[src/rtl/imem_loader_if.sv]
// Byte-stream and instruction-memory write bundle for imem_loader.
//   byte_in/byte_valid/byte_ready : byte stream, accepted when valid & ready
//   mem_we/mem_addr/mem_wdata     : one-cycle word write into instruction memory
// slave  = loader side (consumes bytes, produces writes)
// master = stream source / memory side
interface imem_loader_if #(
    parameter int unsigned ADDR_W = 6
);
    logic [7:0]        byte_in;
    logic              byte_valid;
    logic              byte_ready;
    logic              mem_we;
    logic [ADDR_W-1:0] mem_addr;
    logic [31:0]       mem_wdata;

    modport master (
        output byte_in, byte_valid,
        input  byte_ready, mem_we, mem_addr, mem_wdata
    );

    modport slave (
        input  byte_in, byte_valid,
        output byte_ready, mem_we, mem_addr, mem_wdata
    );
endinterface

[src/rtl/imem_loader.sv]
// Instruction-memory loader: packs a length-prefixed, XOR-checksummed byte
// stream into little-endian 32-bit words and writes them to instruction memory
// while holding the core.
//   clk, rst_n : clock, asynchronous active-low reset
//   start      : single-cycle pulse that begins (or restarts) a load
//   bus        : byte stream in, memory write out (imem_loader_if.slave)
//   core_hold  : keeps core/PC in reset while loading or after an error
//   done       : load completed with good checksum (level)
//   error      : load aborted on length or checksum error (level)
module imem_loader #(
    parameter int unsigned DEPTH  = 64,
    parameter int unsigned ADDR_W = 6
) (
    input  logic           clk,
    input  logic           rst_n,
    input  logic           start,
    imem_loader_if.slave   bus,
    output logic           core_hold,
    output logic           done,
    output logic           error
);
    localparam int unsigned LEN_W = 16;

    localparam logic [2:0] S_IDLE  = 3'd0;
    localparam logic [2:0] S_LEN0  = 3'd1;
    localparam logic [2:0] S_LEN1  = 3'd2;
    localparam logic [2:0] S_DATA  = 3'd3;
    localparam logic [2:0] S_CHECK = 3'd4;
    localparam logic [2:0] S_FIN   = 3'd5;
    localparam logic [2:0] S_ERR   = 3'd6;

    logic [2:0]        state, state_n;
    logic [LEN_W-1:0]  len, len_n;
    logic [LEN_W-1:0]  word_cnt, word_cnt_n;
    logic [1:0]        byte_cnt, byte_cnt_n;
    logic [7:0]        csum, csum_n;
    logic [23:0]       shift, shift_n;
    logic              mem_we_q, mem_we_n;
    logic [ADDR_W-1:0] mem_addr_q, mem_addr_n;
    logic [31:0]       mem_wdata_q, mem_wdata_n;
    logic              byte_ready_q, byte_ready_n;
    logic              core_hold_n, done_n, error_n;
    logic              accept_c;
    logic [LEN_W-1:0]  len_full_c;

    assign accept_c   = bus.byte_valid & byte_ready_q;
    assign len_full_c = {bus.byte_in, len[7:0]};

    // State and datapath registers.
    always_ff @(posedge clk or negedge rst_n) begin
        if (!rst_n) begin
            state        <= S_IDLE;
            len          <= '0;
            word_cnt     <= '0;
            byte_cnt     <= '0;
            csum         <= '0;
            shift        <= '0;
            mem_we_q     <= 1'b0;
            mem_addr_q   <= '0;
            mem_wdata_q  <= '0;
            byte_ready_q <= 1'b0;
            core_hold    <= 1'b0;
            done         <= 1'b0;
            error        <= 1'b0;
        end else begin
            state        <= state_n;
            len          <= len_n;
            word_cnt     <= word_cnt_n;
            byte_cnt     <= byte_cnt_n;
            csum         <= csum_n;
            shift        <= shift_n;
            mem_we_q     <= mem_we_n;
            mem_addr_q   <= mem_addr_n;
            mem_wdata_q  <= mem_wdata_n;
            byte_ready_q <= byte_ready_n;
            core_hold    <= core_hold_n;
            done         <= done_n;
            error        <= error_n;
        end
    end

    // Next-state and next-output logic.
    always_comb begin
        state_n     = state;
        len_n       = len;
        word_cnt_n  = word_cnt;
        byte_cnt_n  = byte_cnt;
        csum_n      = csum;
        shift_n     = shift;
        mem_we_n    = 1'b0;
        mem_addr_n  = mem_addr_q;
        mem_wdata_n = mem_wdata_q;

        // Advance the write pointer the cycle after a write, unless that was the last word.
        if (mem_we_q && (word_cnt != len)) begin
            mem_addr_n = mem_addr_q + ADDR_W'(1);
        end

        case (state)
            S_IDLE, S_FIN, S_ERR: begin
                if (start) begin
                    state_n    = S_LEN0;
                    word_cnt_n = '0;
                    byte_cnt_n = '0;
                    csum_n     = '0;
                    mem_addr_n = '0;
                end
            end
            S_LEN0: begin
                if (accept_c) begin
                    len_n   = {len[15:8], bus.byte_in};
                    state_n = S_LEN1;
                end
            end
            S_LEN1: begin
                if (accept_c) begin
                    len_n = len_full_c;
                    if (len_full_c > LEN_W'(DEPTH)) begin
                        state_n = S_ERR;
                    end else if (len_full_c == '0) begin
                        state_n = S_CHECK;
                    end else begin
                        state_n = S_DATA;
                    end
                end
            end
            S_DATA: begin
                if (accept_c) begin
                    csum_n     = csum ^ bus.byte_in;
                    byte_cnt_n = byte_cnt + 2'd1;
                    if (byte_cnt == 2'd3) begin
                        mem_we_n    = 1'b1;
                        mem_wdata_n = {bus.byte_in, shift};
                        word_cnt_n  = word_cnt + LEN_W'(1);
                        if ((word_cnt + LEN_W'(1)) == len) begin
                            state_n = S_CHECK;
                        end
                    end else begin
                        // First byte ends up in bits 7:0 after three shifts.
                        shift_n = {bus.byte_in, shift[23:8]};
                    end
                end
            end
            S_CHECK: begin
                if (accept_c) begin
                    state_n = (bus.byte_in == csum) ? S_FIN : S_ERR;
                end
            end
            default: state_n = S_IDLE;
        endcase

        byte_ready_n = (state_n == S_LEN0) || (state_n == S_LEN1) ||
                       (state_n == S_DATA) || (state_n == S_CHECK);
        core_hold_n  = byte_ready_n || (state_n == S_ERR);
        done_n       = (state_n == S_FIN);
        error_n      = (state_n == S_ERR);
    end

    assign bus.byte_ready = byte_ready_q;
    assign bus.mem_we     = mem_we_q;
    assign bus.mem_addr   = mem_addr_q;
    assign bus.mem_wdata  = mem_wdata_q;
endmodule

[src/flat_wrapper.sv]
// flat-port wrapper written by rule: the top's interface ports become plain ports
module imem_loader_flat 
#(
    parameter int unsigned DEPTH  = 64,
    parameter int unsigned ADDR_W = 6
)
  (clk, rst_n, start, core_hold, done, error, bus_byte_in, bus_byte_valid, bus_byte_ready, bus_mem_we, bus_mem_addr, bus_mem_wdata);
  imem_loader_if #(.ADDR_W(ADDR_W)) bus_i ();
  input  logic clk;
  input  logic rst_n;
  input  logic start;
  output logic core_hold;
  output logic done;
  output logic error;
  input wire logic [$bits(bus_i.byte_in)-1:0] bus_byte_in;
  input wire logic [$bits(bus_i.byte_valid)-1:0] bus_byte_valid;
  output wire logic [$bits(bus_i.byte_ready)-1:0] bus_byte_ready;
  output wire logic [$bits(bus_i.mem_we)-1:0] bus_mem_we;
  output wire logic [$bits(bus_i.mem_addr)-1:0] bus_mem_addr;
  output wire logic [$bits(bus_i.mem_wdata)-1:0] bus_mem_wdata;
  assign bus_i.byte_in = bus_byte_in;
  assign bus_i.byte_valid = bus_byte_valid;
  assign bus_byte_ready = bus_i.byte_ready;
  assign bus_mem_we = bus_i.mem_we;
  assign bus_mem_addr = bus_i.mem_addr;
  assign bus_mem_wdata = bus_i.mem_wdata;
  imem_loader #(.DEPTH(DEPTH), .ADDR_W(ADDR_W)) u_core (.clk(clk), .rst_n(rst_n), .start(start), .bus(bus_i), .core_hold(core_hold), .done(done), .error(error));
endmodule
[config.mk]
export PLATFORM = sky130hd
export DESIGN_NAME = imem_loader_flat
export DESIGN_NICKNAME = d
export VERILOG_FILES = /design/src/rtl/imem_loader_if.sv /design/src/rtl/imem_loader.sv /design/src/flat_wrapper.sv
export SDC_FILE = /design/constraint.sdc
export NUM_CORES = 1
export LEC_CHECK = 0
export ABC_AREA = 1
export BUFFER_PORTS_ARGS = -buffer_cell sky130_fd_sc_hd__buf_2
export CAP_MARGIN = 10
export CORE_ASPECT_RATIO = 2
export CORE_UTILIZATION = 32
export DETAILED_ROUTE_END_ITERATION = 10
export PLACE_DENSITY_LB_ADDON = 0.2
export SLEW_MARGIN = 20
export SYNTH_ARGS = -nofsm -noshare
export SYNTH_HDL_FRONTEND = slang
export SYNTH_SLANG_ARGS = --single-unit
[constraint.sdc]
create_clock -name clk -period 2.9 [get_ports clk]
set_input_delay 0.435 -clock clk [delete_from_list [all_inputs] [get_ports clk]]
set_output_delay 0.435 -clock clk [all_outputs]
set_load 0.1 [all_outputs]
After elaboration in Yosys (flattened, before gate mapping). Index checks and enable logic that the tools add are counted.

Output and inout bits: 43. Word-level logic and storage cells: 87. Bits in registers: 112. Input port bits: 12.

Mux-type cells: 30. Bitwise operators: 5. Reductions and logical operators: 15. Order comparisons: 1. Add/sub/neg operators: 3. Equality and inequality tests: 19.

Operators by type and width (count): two-way mux 16 bit (4); case mux 16 bit (2 select lines) (2); two-way mux 3 bit (9); two-way mux 8 bit (3); equality test 3 bit, second input constant (6); two-way mux 6 bit (3); adder 16 x 1 -> 16 bit, second input constant (1); equality test 16 bit (1); > comparator 16 x 7 -> 1 bit, second input constant (1); logical NOT 16 bit (1); inequality test 16 bit (1); case mux 8 bit (2 select lines) (1); case mux 3 bit (5 select lines) (1); AND reduction 3 bit (5); equality test 3 x 2 -> 1 bit, second input constant (4); equality test 8 bit (1); bitwise XOR 8 bit (1); adder 6 x 1 -> 6 bit, second input constant (1); equality test 3 x 1 -> 1 bit, second input constant (2); two-way mux 2 bit (3); logical OR 1 bit (4); inequality test 2 x 1 -> 1 bit, second input constant (2); case mux 2 bit (2 select lines) (1); AND reduction 4 bit (1); 10 further kinds (14).

Depth between registers and ports, before layout.
Depth after elaboration: 11. Mapped depth: 15. Depth with buffers taken out: 15.

Least setup slack after synthesis. OpenSTA, ideal clock, no wires.

Path type: flip-flop to flip-flop. From: register u_core.byte_ready_q (netlist: u_core.bus.byte_ready). To: register u_core.word_cnt[11]. Arrival: 2.390 ns. Setup time: 0.123 ns. Buffers on the path: 0. Cell stages (with the launch flop): 12. Period minus slack after synthesis: 2.513 ns. Slack: 0.387 ns. Data required time: 2.777 ns. Cells stage by stage: dfrtp_1 nand2_1 inv_1 nor2_1 o21ai_1 inv_2 nor2_4 o21ai_4 inv_2 nand2_1 o31ai_1 nor2_1.

Longest elaborated chain between the ends: 3.

Ends and longest elaborated chain: start, declared (RTL line imem_loader.sv:41) `logic byte_ready_q, byte_ready_n;`; start signal, assigned (RTL line imem_loader.sv:75) `byte_ready_q <= byte_ready_n;`; AND 1 bit (RTL line imem_loader.sv:46) `assign accept_c = bus.byte_valid & byte_ready_q;`; inequality test 2 x 1 -> 1 bit (no source line); AND reduction 4 bit (no source line); end signal, assigned (RTL line imem_loader.sv:68) `word_cnt <= word_cnt_n;`; end, declared (RTL line imem_loader.sv:34) `logic [LEN_W-1:0] word_cnt, word_cnt_n;`.

Every way passes these cells. A chain may end at the register's enable or synchronous reset.

Worst setup path after layout.
From: register u_core.state[0]. To: register u_core.mem_addr_q[4] (netlist: u_core.bus.mem_addr[4]).

Longest elaborated chain between the ends: 3. Elaborated cells between the ends (all ways): 5. Those cells by class: 2 x eq/ne; 1 x mux; 2 x reduce/logical.

Ends and longest elaborated chain: start, declared (RTL line imem_loader.sv:32) `logic [2:0] state, state_n;`; start signal, assigned (RTL line imem_loader.sv:66) `state <= state_n;`; equality test 3 bit / logical NOT 3 bit (equally long branches) (RTL line imem_loader.sv:99) `case (state)`; OR reduction 3 bit (*) (RTL line imem_loader.sv:99); two-way mux 6 bit (*) (RTL line imem_loader.sv:99); named net u_core.mem_addr_n[4] (RTL line imem_loader.sv:39) `logic [ADDR_W-1:0] mem_addr_q, mem_addr_n;`; end signal, assigned (RTL line imem_loader.sv:73) `mem_addr_q <= mem_addr_n;`; end, declared (RTL line imem_loader.sv:39).

The timed path passes the listed nets; every way through them passes the cells marked *.

==> impl_metrics.env <==
export IMPL_fin_crit_sh_pct=81.8
export IMPL_dr_pass1_iters=4
export IMPL_layout_min_cycle_time_ns=2.37
export IMPL_seq_area_sq_um=2800
export IMPL_p_sw_share_pct=53.6
export IMPL_core_sq_um=16800
export IMPL_syn_cell_area_sq_um=5480
export IMPL_rsz0062_at_grt="no"
export IMPL_power_density_nw_per_um2=1070
export IMPL_path_clk_slew_ns=0.08
export IMPL_layout_common_cells="nand2_1 (188), dfrtp_1 (112), o21ai_0 (88)"
export IMPL_vias=4584
export IMPL_synth_top_family_by_area="simple AND/OR/NAND/NOR gates"
export IMPL_postRouteAntennaNets=0
export IMPL_fin_setup_tns_ns=0
export IMPL_drive_above_1_share_pct=13.6
export IMPL_mostFrequentLayoutCell="nand2_1"
export IMPL_io_pins=55
export IMPL_leakage_uw=0.00317
export IMPL_avgSynthCellArea_sq_um=8.11
export IMPL_comb_power_share_pct=46.8
export IMPL_worstSetupPathType="reg2reg"
export IMPL_nets=748
export IMPL_via_per_inst=4.85
export IMPL_whs_ns=0.363
export IMPL_setup_viol_count_final=0
export IMPL_rr_startpoint="u_core.state[0]$_DFF_PN0_"
export IMPL_netlist_instances=676
export IMPL_worst_path_max_delay_cell="dfrtp_1"
export IMPL_ir_worst_vdd_mv=0.462
export IMPL_ys_seq_area_share_pct=51.2
export IMPL_ys_flop_type="dfrtp_1"
export IMPL_area_growth_pct=15.3
export IMPL_drv_cap=0
export IMPL_cts_made_buffers=9
export IMPL_startpoint="u_core.state[0]$_DFF_PN0_"
export IMPL_p_int_uw=3150
export IMPL_synthSimpleGateAreaFrac_pct=25.2
export IMPL_drtIter0Drc=277
export IMPL_synth_nets=691
export IMPL_yosys_area_share_xor_xnor_pct=4.00
export IMPL_grt_usage_pct=18.1
export IMPL_path_delay_family="compound AO/OA/AOI/OAI gates"
export IMPL_die_h_microns=187
export IMPL_clk_latency_ns=0.36
export IMPL_p_switching_uw=3630
export IMPL_synth_warnings=0
export IMPL_synthAdderAreaFrac_pct=0.685
export IMPL_die_x_microns=94.5
export IMPL_hold_path_class="in2reg"
export IMPL_cp_max_fo=16
export IMPL_die_area_sq_um=17700
export IMPL_start_util_pct=32.7
export IMPL_arrival_ns=2.63
export IMPL_num_antenna_cells=0
export IMPL_synth_compound_area_share_pct=11.4
export IMPL_ys_ff_latch=112
export IMPL_grt_max_degree=59
export IMPL_cts_sinks=112
export IMPL_worstPathCellList="inv_2, nand2_1, nand2_1, nor2_1, inv_1, a21oi_4, nor2_4, o21ai_4, nor2_2, buf_4, a211oi_1"
export IMPL_clock_skew_ns=0.00961
export IMPL_min_from="start"
export IMPL_start_kind="flip-flop"
export IMPL_rows=67
export IMPL_tightest_slew_ns=0.894
export IMPL_grt_pass1_wl_microns=24200
export IMPL_synth_edff_count=0
export IMPL_wire_per_inst_microns=15.8
export IMPL_multi_input_area_sq_um=2270
export IMPL_nFillCells=1789
export IMPL_cp_common_cell="nand2_1"
export IMPL_antenna_found_initial=0
export IMPL_power_frac_seq_pct=34.0
export IMPL_gp_congestion=0.930
export IMPL_dp_hpwl_microns=11300
export IMPL_gr_total_overflow=0
export IMPL_cts_buffer_depth=2
export IMPL_wirelength_microns=14900
export IMPL_synth_cell_types=38
export IMPL_async_flop_share_pct=100
export IMPL_root_buffer="clkbuf_16"
export IMPL_grt_pass1_vias=4538
export IMPL_post_cts_setup_buffers=0
export IMPL_cp_end_kind="flip-flop"
export IMPL_htree_levels=3
export IMPL_power_share_clock_pct=19.2
export IMPL_slowest_delay_ns=0.41
export IMPL_status="complete, no violations"
export IMPL_critPathBufInv=3
export IMPL_required_ns=3.15
export IMPL_synthMuxAreaShare_pct=0.183
export IMPL_hold_viol=0
export IMPL_fmax_ghz=0.422
export IMPL_cts_tree="yes"
export IMPL_drc_errors=0
export IMPL_max_slew_margin_rel_pct=40.2
export IMPL_cts_resized=0
export IMPL_slew_violations=0
export IMPL_portBuffers=54
synthesized netlist by cell type (2+ instances only):
cell	number	area, sq um
a211oi_1	2	15.0
a21oi_1	9	45.0
a31oi_1	2	12.5
buf_6	2	22.5
clkbuf_1	13	48.8
dfrtp_1	112	2800
ha_1	3	37.5
inv_1	82	308
inv_2	3	11.3
nand2_1	188	706
nand2_2	5	31.3
nand3_1	41	205
nand4_1	12	75.1
nor2_1	42	158
nor2_2	5	31.3
nor2_4	4	45.0
nor3_1	12	60.1
nor3b_1	2	15.0
nor3b_2	2	25.0
nor4_1	2	12.5
o21ai_0	88	440
o21ai_1	3	15.0
o22ai_1	3	18.8
o31ai_1	2	15.0
xnor2_1	11	96.3
xor2_1	14	123
power by group through the flow:
| stage | combinational (uW) | clock [uW] | sequential, uW |
|---|---|---|---|
| after floorplan | 749 | 0 | 4160 |
| after global placement | 3160 | 0 | 2320 |
| after detailed placement | 3190 | 0 | 2340 |
| after CTS | 3190 | 1340 | 2310 |
| after global routing | 3370 | 1390 | 2370 |
| final | 3170 | 1300 | 2310 |
worst paths after layout:
kind,endpoint,slack (ns),cells after the start
worst max-delay path,u_core.bus.mem_addr[4]$_DFF_PN0_,0.53,11
worst min-delay path,u_core.bus.mem_addr[5]$_DFF_PN0_,0.36,2
worst max register to register,u_core.bus.mem_addr[4]$_DFF_PN0_,0.53,11
worst min register to register,u_core.bus.mem_wdata[6]$_DFFE_PN0P_,0.47,2
max in group asynchronous,u_core.csum[2]$_DFFE_PN0P_,1.59,3
min in group asynchronous,u_core.bus.mem_addr[4]$_DFF_PN0_,0.53,2
flip-flops by register name (all words and copies together), names as in the netlist:
| register | count |
|---|---|
| u_core.error | 1 |
| u_core.bus.mem_addr | 6 |
| u_core.byte_cnt | 2 |
| u_core.word_cnt | 16 |
| u_core.bus.byte_ready | 1 |
| u_core.csum | 8 |
| u_core.core_hold | 1 |
| u_core.shift | 24 |
| u_core.len | 16 |
| u_core.done | 1 |
| u_core.bus.mem_wdata | 32 |
| u_core.bus.mem_we | 1 |
| u_core.state | 3 |
worst register-to-register path, delay by kind of cell, from the launching register on:
family | cells | cell delay, ns
AOI/OAI and AO/OA | 3 | 0.78
DFF | 1 | 0.41
buffers and inverters | 3 | 0.36
and+or+nand+nor | 5 | 0.72
cells by family (layout without fill, tap and decap cells):
logic type,after synthesis,in the layout
buffers and inverters,103,165
XOR/XNOR,25,25
flip-flops,112,112
AO/OA/AOI/OAI,115,115
adder cells (fa/ha/maj),3,3
multiplexers,1,1
AND/OR/NAND/NOR,317,317
what timing repair did:
action                                  in CTS  in global routing
hold endpoints to repair                    22                  0
hold buffers                                 1                  0
endpoints found under the setup margin       0                  0
through the flow:
| stage | setup WS (ns) | power [uW] | area (sq um) | util [%] | std cells |
|---|---|---|---|---|---|
| floorplan | 0.387 | 4910 | 5480 | - | 676 |
| global placement | 0.614 | 5480 | 6000 | 35.8 | 928 |
| detailed placement | 0.574 | 5530 | 6000 | 35.8 | 928 |
| CTS | 0.553 | 6840 | 6310 | 37.7 | 945 |
| global route | 0.317 | 7140 | 6310 | 37.7 | 945 |
| finish | 0.529 | 6770 | 6310 | 37.7 | 945 |
metal layers:
metal / vias to the layer above / GRT usage (%) / share of wire, %
met4: 0 / 7.52 / 3.3
li1: 2290 / - / -
met5: - / 0 / 0
met3: 28 / 2.60 / 2.1
met1: 2185 / 20.4 / 39
met2: 81 / 33.0 / 55
final cells by class:
cell class / instances / area share [%]
clock buffers: 9 / 3.57
flip-flops and latches: 112 / 44.4
well taps: 207 / 4.10
clock inverters: 7 / 1.21
inverters: 86 / 5.11
multi-input cells: 461 / 36.0
repair buffers: 63 / 5.63
Note: power is estimated with default switching activity, not from simulation.
